===== src/rtl/gcm_tag_verify_if.sv =====
// Bus bundle for gcm_tag_verify: key material, block/length stream, received tag and result.
// i_tag_bytes exists only when GCM_TAG_TRUNC_EN is defined.
interface gcm_tag_verify_if;
  logic [127:0] i_h;
  logic [127:0] i_encrypted_j0;
  logic         i_start;
  logic         i_blk_valid;
  logic [127:0] i_blk;
  logic         i_len_valid;
  logic [127:0] i_len;
  logic         o_blk_ready;
  logic         i_tag_valid;
  logic [127:0] i_tag;
`ifdef GCM_TAG_TRUNC_EN
  logic [4:0]   i_tag_bytes;
`endif
  logic         o_busy;
  logic         o_done;
  logic         o_auth_ok;
  logic [127:0] o_tag;

  modport master (
    output i_h, i_encrypted_j0, i_start, i_blk_valid, i_blk, i_len_valid, i_len,
    output i_tag_valid, i_tag,
`ifdef GCM_TAG_TRUNC_EN
    output i_tag_bytes,
`endif
    input  o_blk_ready, o_busy, o_done, o_auth_ok, o_tag
  );

  modport slave (
    input  i_h, i_encrypted_j0, i_start, i_blk_valid, i_blk, i_len_valid, i_len,
    input  i_tag_valid, i_tag,
`ifdef GCM_TAG_TRUNC_EN
    input  i_tag_bytes,
`endif
    output o_blk_ready, o_busy, o_done, o_auth_ok, o_tag
  );
endinterface


===== src/rtl/gcm_tag_verify.sv =====
// Decrypt-side GCM tag check: GHASH over AAD/ciphertext blocks and the length block with a
// digit-serial GF(2^128) multiplier, then T = S ^ E(K,J0) compared against the received tag.
// Vectors are GCM order: GCM bit 0 (MSB) sits at vector index 127.
// Optional macro GCM_TAG_TRUNC_EN: compare only the first i_tag_bytes bytes (4..16 honoured).
module gcm_tag_verify #(
  parameter int unsigned DIGIT = 1
) (
  input logic             clk,
  input logic             rst,
  gcm_tag_verify_if.slave bus
);
  localparam int unsigned NCYC       = 128 / DIGIT;
  localparam int unsigned CW         = $clog2(NCYC + 1);
  localparam logic [127:0] R_POLY    = {8'he1, 120'd0};
  localparam logic [127:0] ALL_ONES  = '1;

  typedef enum logic [2:0] {StIdle, StAcc, StMul, StFin, StDone} state_e;

  state_e         r_state;
  state_e         w_state_d;
  logic           r_ret_fin;   // multiply was for the length block
  logic [127:0]   r_h;
  logic [127:0]   r_j0;
  logic [127:0]   r_s;
  logic [127:0]   r_x;
  logic [127:0]   r_z;
  logic [127:0]   r_v;
  logic [CW-1:0]  r_cnt;
  logic [127:0]   r_tag_rx;
  logic           r_tag_seen;
  logic [127:0]   r_tag_out;
  logic           r_auth_ok;
`ifdef GCM_TAG_TRUNC_EN
  logic [4:0]     r_tag_bytes;
`endif

  logic           w_blk_ready;
  logic           w_take_blk;
  logic           w_take_len;
  logic           w_mul_last;
  logic           w_fin;
  logic [127:0]   w_z_step;
  logic [127:0]   w_v_step;
  logic [127:0]   w_xs;
  logic [127:0]   w_tag_calc;
  logic [127:0]   w_mask;
  logic           w_match;

  // State register.
  always_ff @(posedge clk) begin
    if (rst) r_state <= StIdle;
    else     r_state <= w_state_d;
  end

  // Next-state and handshake decode; i_start overrides everything outside reset.
  always_comb begin
    w_state_d   = r_state;
    w_blk_ready = (r_state == StAcc);
    w_take_blk  = 1'b0;
    w_take_len  = 1'b0;
    w_mul_last  = 1'b0;
    w_fin       = 1'b0;
    if (bus.i_start) begin
      w_state_d = StAcc;
    end else begin
      unique case (r_state)
        StIdle: w_state_d = StIdle;
        StAcc: begin
          // Block wins over length; a pending length waits for the next ACC visit.
          if (bus.i_blk_valid) begin
            w_take_blk = 1'b1;
            w_state_d  = StMul;
          end else if (bus.i_len_valid) begin
            w_take_len = 1'b1;
            w_state_d  = StMul;
          end
        end
        StMul: begin
          if (r_cnt == CW'(NCYC - 1)) begin
            w_mul_last = 1'b1;
            w_state_d  = r_ret_fin ? StFin : StAcc;
          end
        end
        StFin: begin
          if (r_tag_seen) begin
            w_fin     = 1'b1;
            w_state_d = StDone;
          end
        end
        StDone:  w_state_d = StIdle;
        default: w_state_d = StIdle;
      endcase
    end
  end

  // One multiplier digit: consume the top DIGIT bits of X, right-shift V with reduction.
  always_comb begin
    w_z_step = r_z;
    w_v_step = r_v;
    w_xs     = r_x;
    for (int unsigned k = 0; k < DIGIT; k++) begin
      if (w_xs[127]) w_z_step = w_z_step ^ w_v_step;
      w_v_step = w_v_step[0] ? ((w_v_step >> 1) ^ R_POLY) : (w_v_step >> 1);
      w_xs     = w_xs << 1;
    end
  end

  // Tag formation and (optionally truncated) comparison mask.
  always_comb begin
    w_tag_calc = r_s ^ r_j0;
    w_mask     = ALL_ONES;
`ifdef GCM_TAG_TRUNC_EN
    if (r_tag_bytes >= 5'd4 && r_tag_bytes <= 5'd16) begin
      w_mask = ~(ALL_ONES >> {r_tag_bytes, 3'b000});
    end
`endif
    w_match = (((w_tag_calc ^ r_tag_rx) & w_mask) == '0);
  end

  // Datapath: key latch, GHASH accumulator, multiplier registers, tag capture and result.
  always_ff @(posedge clk) begin
    if (rst) begin
      r_ret_fin   <= 1'b0;
      r_h         <= '0;
      r_j0        <= '0;
      r_s         <= '0;
      r_x         <= '0;
      r_z         <= '0;
      r_v         <= '0;
      r_cnt       <= '0;
      r_tag_rx    <= '0;
      r_tag_seen  <= 1'b0;
      r_tag_out   <= '0;
      r_auth_ok   <= 1'b0;
`ifdef GCM_TAG_TRUNC_EN
      r_tag_bytes <= '0;
`endif
    end else if (bus.i_start) begin
      r_h        <= bus.i_h;
      r_j0       <= bus.i_encrypted_j0;
      r_s        <= '0;
      r_tag_seen <= 1'b0;
      r_tag_out  <= '0;
      r_auth_ok  <= 1'b0;
    end else begin
      if (r_state != StIdle && bus.i_tag_valid) begin
        r_tag_rx    <= bus.i_tag;
        r_tag_seen  <= 1'b1;
`ifdef GCM_TAG_TRUNC_EN
        r_tag_bytes <= bus.i_tag_bytes;
`endif
      end
      if (w_take_blk || w_take_len) begin
        r_x       <= r_s ^ (w_take_blk ? bus.i_blk : bus.i_len);
        r_z       <= '0;
        r_v       <= r_h;
        r_cnt     <= '0;
        r_ret_fin <= w_take_len;
      end
      if (r_state == StMul) begin
        r_x   <= r_x << DIGIT;
        r_z   <= w_z_step;
        r_v   <= w_v_step;
        r_cnt <= r_cnt + 1'b1;
        if (w_mul_last) r_s <= w_z_step;
      end
      if (w_fin) begin
        r_tag_out <= w_tag_calc;
        r_auth_ok <= w_match;
      end
    end
  end

  assign bus.o_blk_ready = w_blk_ready;
  assign bus.o_busy      = (r_state != StIdle);
  assign bus.o_done      = (r_state == StDone);
  assign bus.o_auth_ok   = r_auth_ok;
  assign bus.o_tag       = r_tag_out;

endmodule


===== src/flat_wrapper.sv =====
// flat-port wrapper written by rule: the top's interface ports become plain ports
module gcm_tag_verify_flat 
#(
  parameter int unsigned DIGIT = 1
)
  (clk, rst, bus_i_h, bus_i_encrypted_j0, bus_i_start, bus_i_blk_valid, bus_i_blk, bus_i_len_valid, bus_i_len, bus_i_tag_valid, bus_i_tag, bus_o_blk_ready, bus_o_busy, bus_o_done, bus_o_auth_ok, bus_o_tag);
  gcm_tag_verify_if bus_i ();
  input logic clk;
  input logic rst;
  input wire logic [$bits(bus_i.i_h)-1:0] bus_i_h;
  input wire logic [$bits(bus_i.i_encrypted_j0)-1:0] bus_i_encrypted_j0;
  input wire logic [$bits(bus_i.i_start)-1:0] bus_i_start;
  input wire logic [$bits(bus_i.i_blk_valid)-1:0] bus_i_blk_valid;
  input wire logic [$bits(bus_i.i_blk)-1:0] bus_i_blk;
  input wire logic [$bits(bus_i.i_len_valid)-1:0] bus_i_len_valid;
  input wire logic [$bits(bus_i.i_len)-1:0] bus_i_len;
  input wire logic [$bits(bus_i.i_tag_valid)-1:0] bus_i_tag_valid;
  input wire logic [$bits(bus_i.i_tag)-1:0] bus_i_tag;
  output wire logic [$bits(bus_i.o_blk_ready)-1:0] bus_o_blk_ready;
  output wire logic [$bits(bus_i.o_busy)-1:0] bus_o_busy;
  output wire logic [$bits(bus_i.o_done)-1:0] bus_o_done;
  output wire logic [$bits(bus_i.o_auth_ok)-1:0] bus_o_auth_ok;
  output wire logic [$bits(bus_i.o_tag)-1:0] bus_o_tag;
  assign bus_i.i_h = bus_i_h;
  assign bus_i.i_encrypted_j0 = bus_i_encrypted_j0;
  assign bus_i.i_start = bus_i_start;
  assign bus_i.i_blk_valid = bus_i_blk_valid;
  assign bus_i.i_blk = bus_i_blk;
  assign bus_i.i_len_valid = bus_i_len_valid;
  assign bus_i.i_len = bus_i_len;
  assign bus_i.i_tag_valid = bus_i_tag_valid;
  assign bus_i.i_tag = bus_i_tag;
  assign bus_o_blk_ready = bus_i.o_blk_ready;
  assign bus_o_busy = bus_i.o_busy;
  assign bus_o_done = bus_i.o_done;
  assign bus_o_auth_ok = bus_i.o_auth_ok;
  assign bus_o_tag = bus_i.o_tag;
  gcm_tag_verify #(.DIGIT(DIGIT)) u_core (.clk(clk), .rst(rst), .bus(bus_i));
endmodule

===== config.mk =====
export PLATFORM = sky130hd
export DESIGN_NAME = gcm_tag_verify_flat
export DESIGN_NICKNAME = d
export VERILOG_FILES = /design/src/rtl/gcm_tag_verify_if.sv /design/src/rtl/gcm_tag_verify.sv /design/src/flat_wrapper.sv
export SDC_FILE = /design/constraint.sdc
export NUM_CORES = 2
export LEC_CHECK = 0
export ABC_CLOCK_PERIOD_IN_PS = 3540
export BUFFER_PORTS_ARGS = -buffer_cell sky130_fd_sc_hd__buf_2
export CAP_MARGIN = 10
export CELL_PAD_IN_SITES_DETAIL_PLACEMENT = 1
export CELL_PAD_IN_SITES_GLOBAL_PLACEMENT = 1
export CORE_MARGIN = 2
export CORE_UTILIZATION = 44
export CTS_CLUSTER_SIZE = 14
export DETAILED_ROUTE_END_ITERATION = 8
export GPL_TIMING_DRIVEN = 0
export PLACE_DENSITY_LB_ADDON = 0.1
export SLEW_MARGIN = 20
export SYNTH_ARGS = -nofsm -noshare
export SYNTH_HDL_FRONTEND = slang
export SYNTH_SLANG_ARGS = --single-unit

===== constraint.sdc =====
create_clock -name clk -period 3.54 [get_ports clk]
set_input_delay 0.708 -clock clk [delete_from_list [all_inputs] [get_ports clk]]
set_output_delay 0.708 -clock clk [all_outputs]
set_load 0.01 [all_outputs]

==> results.md <==
* Vias in the first global route at 44400
* Final Power at 0.0276 W
* DR vias/cell at 5.73
* Synthesized Nets at 5865
* Final Cycle Share at 95.4%
* Antenna viol nets, final at 0
* Most frequent cells in the layout: dfxtp_1, buf_2, nand2_1
* Top FF cell, synth: dfxtp_1
* Distinct cell type count after synthesis at 51
* Total track usage at 36.4%
* First-pass GRT wire length at 291 mm
* Cell Pwr Density at 495 nW/um^2
* Routed via count at 43500
* Initial drt markers at 3408
* Worst EP required at 4.09 ns
* Post-CTS setup buffers at 0
* Mapped Area at 46300 sq um
* HPWL Detailed at 158 mm
* Core area at 105000 sq um
* Layout cells sized above 1 at 19.7%
* Max Slew Vio Count at 0
* Wire per inst at 26.7 um
* DRT Pass-1 Iters at 6
* Post-layout util at 53.3%
* Clock Latency Late Sink at 0.72 ns
* Max Cap Viol at 0
* Clock Skew at 0.0214 ns
* Max Buffers Root-to-Sink at 3
* IO Count at 778
* GRT overflow at 0
* Most common cell after layout, fill and taps aside: dfxtp_1
* Final WL at 203 mm
* Cells after Synth at 5218
* PortBufs at 774
* Die Footprint at 108000 sq um
* Post-synth EDFFs at 0
* H-tree depth at 3
* Post-CTS Hold Fix Bufs at 0
* Initial antenna violation count at 27
* DIE HEIGHT at 328 um
* Cts bufs inserted at 111
* CP dominant cell by count: clkbuf_1
* Leak at 23.2 nW
* Worst Path Max Fanout at 10
* Site row count at 119
* CTS root buffer: clkbuf_16
* Avg Cell Area, Syn at 8.88 sq um
* Maximum VDD drop at 0.000381 V
* Starting Density at 44.2%
* Slew @ Worst Pin at 1.14 ns
* Outcome: completed
* Fin. Hold Viols at 0
* Pin count of the biggest net entering global routing at 15
* Worst path slowest cell: clkbuf_1
* RSZ-0062 raised after global routing: false
* Hold Worst Slack at 0.225 ns
* Synthesis-to-layout area growth at 20.7%
* Sink Count at 1038
* Cells along the critical path: buf_2 > clkbuf_1 > or2_2 > clkbuf_1 > clkbuf_2 > clkbuf_1 > a211oi_1
* # setup viols final at 0
* Final Net Count at 6757
* Gpl congestion at 0.900
* Critical Path AT at 3.93 ns
* Residual DRC count at 0
* Synth warnings at 0
* Min Tclk post-route at 3.38 ns
* Hold WC Path Type: input port to register
* FFs w/ async S/R, synth at 0%
* CP Capture Type: register
* Startpoint class of the critical path: input port
* Rel. slew slack at 24.3%
* Seq/Total Area, Yosys at 44.9%
* CTS tree: built
* Synth Register Bits at 1038
* Max Freq at 296 MHz
* Clock transition at the registers of the reported paths at 0.06 ns
* Die X at 328 um
* Largest stage delay, worst path at 0.76 ns
* Setup CP Type: input port to register
final timing paths:
path	end	startpoint	slack, ns	depth (start not counted)
min	u_core.r_h[51]$_SDFFE_PP0P_	bus_i_h[51]	0.23	3
min reg2reg	u_core.r_tag_rx[44]$_SDFFE_PP0P_	u_core.r_tag_rx[44]$_SDFFE_PP0P_	0.46	2
max	u_core.r_s[122]$_SDFFE_PP0P_	bus_i_start	0.16	7
max reg2reg	u_core.bus.o_tag[71]$_SDFFE_PP0P_	u_core.r_state[0]$_SDFFE_PP0P_	0.20	8
flip-flops by register name (all words and copies together), names as in the netlist:
signal,flops
u_core.r_s,128
u_core.r_cnt,8
u_core.bus.o_auth_ok,1
u_core.r_tag_rx,128
u_core.r_ret_fin,1
u_core.r_j0,128
u_core.r_state,3
u_core.r_z,128
u_core.r_x,128
u_core.bus.o_tag,128
u_core.r_tag_seen,1
u_core.r_v,128
u_core.r_h,128
Yosys cell counts, drive strengths merged (5+ instances only):
cell	instances	area [sq um]
a211oi	289	2170
a21oi	524	2620
a22oi	5	37.5
a311oi	125	1090
buf	160	845
clkbuf	270	1010
dfxtp	1038	20800
inv	6	22.5
mux2i	384	3840
nand2	784	2940
nand4	21	131
nor2	691	2600
nor2b	7	43.8
nor4	12	81.3
o21ai	131	656
o221a	98	1100
o2bb2ai	8	70.1
or3	132	831
or4	5	37.5
xnor2	184	1610
xnor3	58	1310
xor2	250	2190
kinds of logic after synthesis:
logic type	share of synthesized area, %
compound gates	17.0
xor+xnor	11.0
fa+ha+maj	0.0270
buf+inv	4.06
flops	44.9
mux	8.30
simple gates	14.7
stage by stage:
stage / instances / setup slack [ns] / instance area (sq um) / TNS, ns
finish: 7601 / 0.164 / 55900 / 0
floorplan: 5218 / 1.16 / 46300 / 0
global placement: 7383 / -0.771 / 51900 / -168.21
global route: 7597 / 0.119 / 55900 / 0
CTS: 7594 / 0.170 / 55900 / 0
detailed placement: 7388 / -0.795 / 52100 / -51.16
what timing repair did:
| action | CTS | global route |
|---|---|---|
| resized for setup | 2 | 0 |
| endpoints found under the hold margin | 0 | 0 |
| setup endpoints to repair | 19 | 0 |
worst max-delay path, delay by kind of cell:
family,cells,cell delay [ns]
AND/OR/NAND/NOR,1,0.23
buffers and inverters,5,2.87
AO/OA/AOI/OAI,1,0.11
cell type report:
class	count	area (sq um)
multi-input combinational	3744	23700
fill	12500	48900
sequential	1038	20800
buffer	430	1880
clock inverter	49	520
antenna	7	17.5
inverter	6	22.5
timing repair buffer	779	3990
tap	1391	1740
clock buffer	157	3270
report_power, final:
part / total (W) / leakage (nW) / switching (W) / internal (W)
combinational: 0.00294 / 12.8 / 0.00186 / 0.00108
sequential: 0.0124 / 8.45 / 0.000339 / 0.0121
clock: 0.0123 / 1.89 / 0.00514 / 0.00714
per-layer routing:
metal,vias to the layer above,track usage (%),share of wire (%)
li1,19900,-,-
met1,21600,44.6,40
met2,1563,60.4,47
met3,457,6.92,6.8
met4,14,19.4,5.9
met5,-,0,0.046
Note: power is estimated with default switching activity, not from simulation.
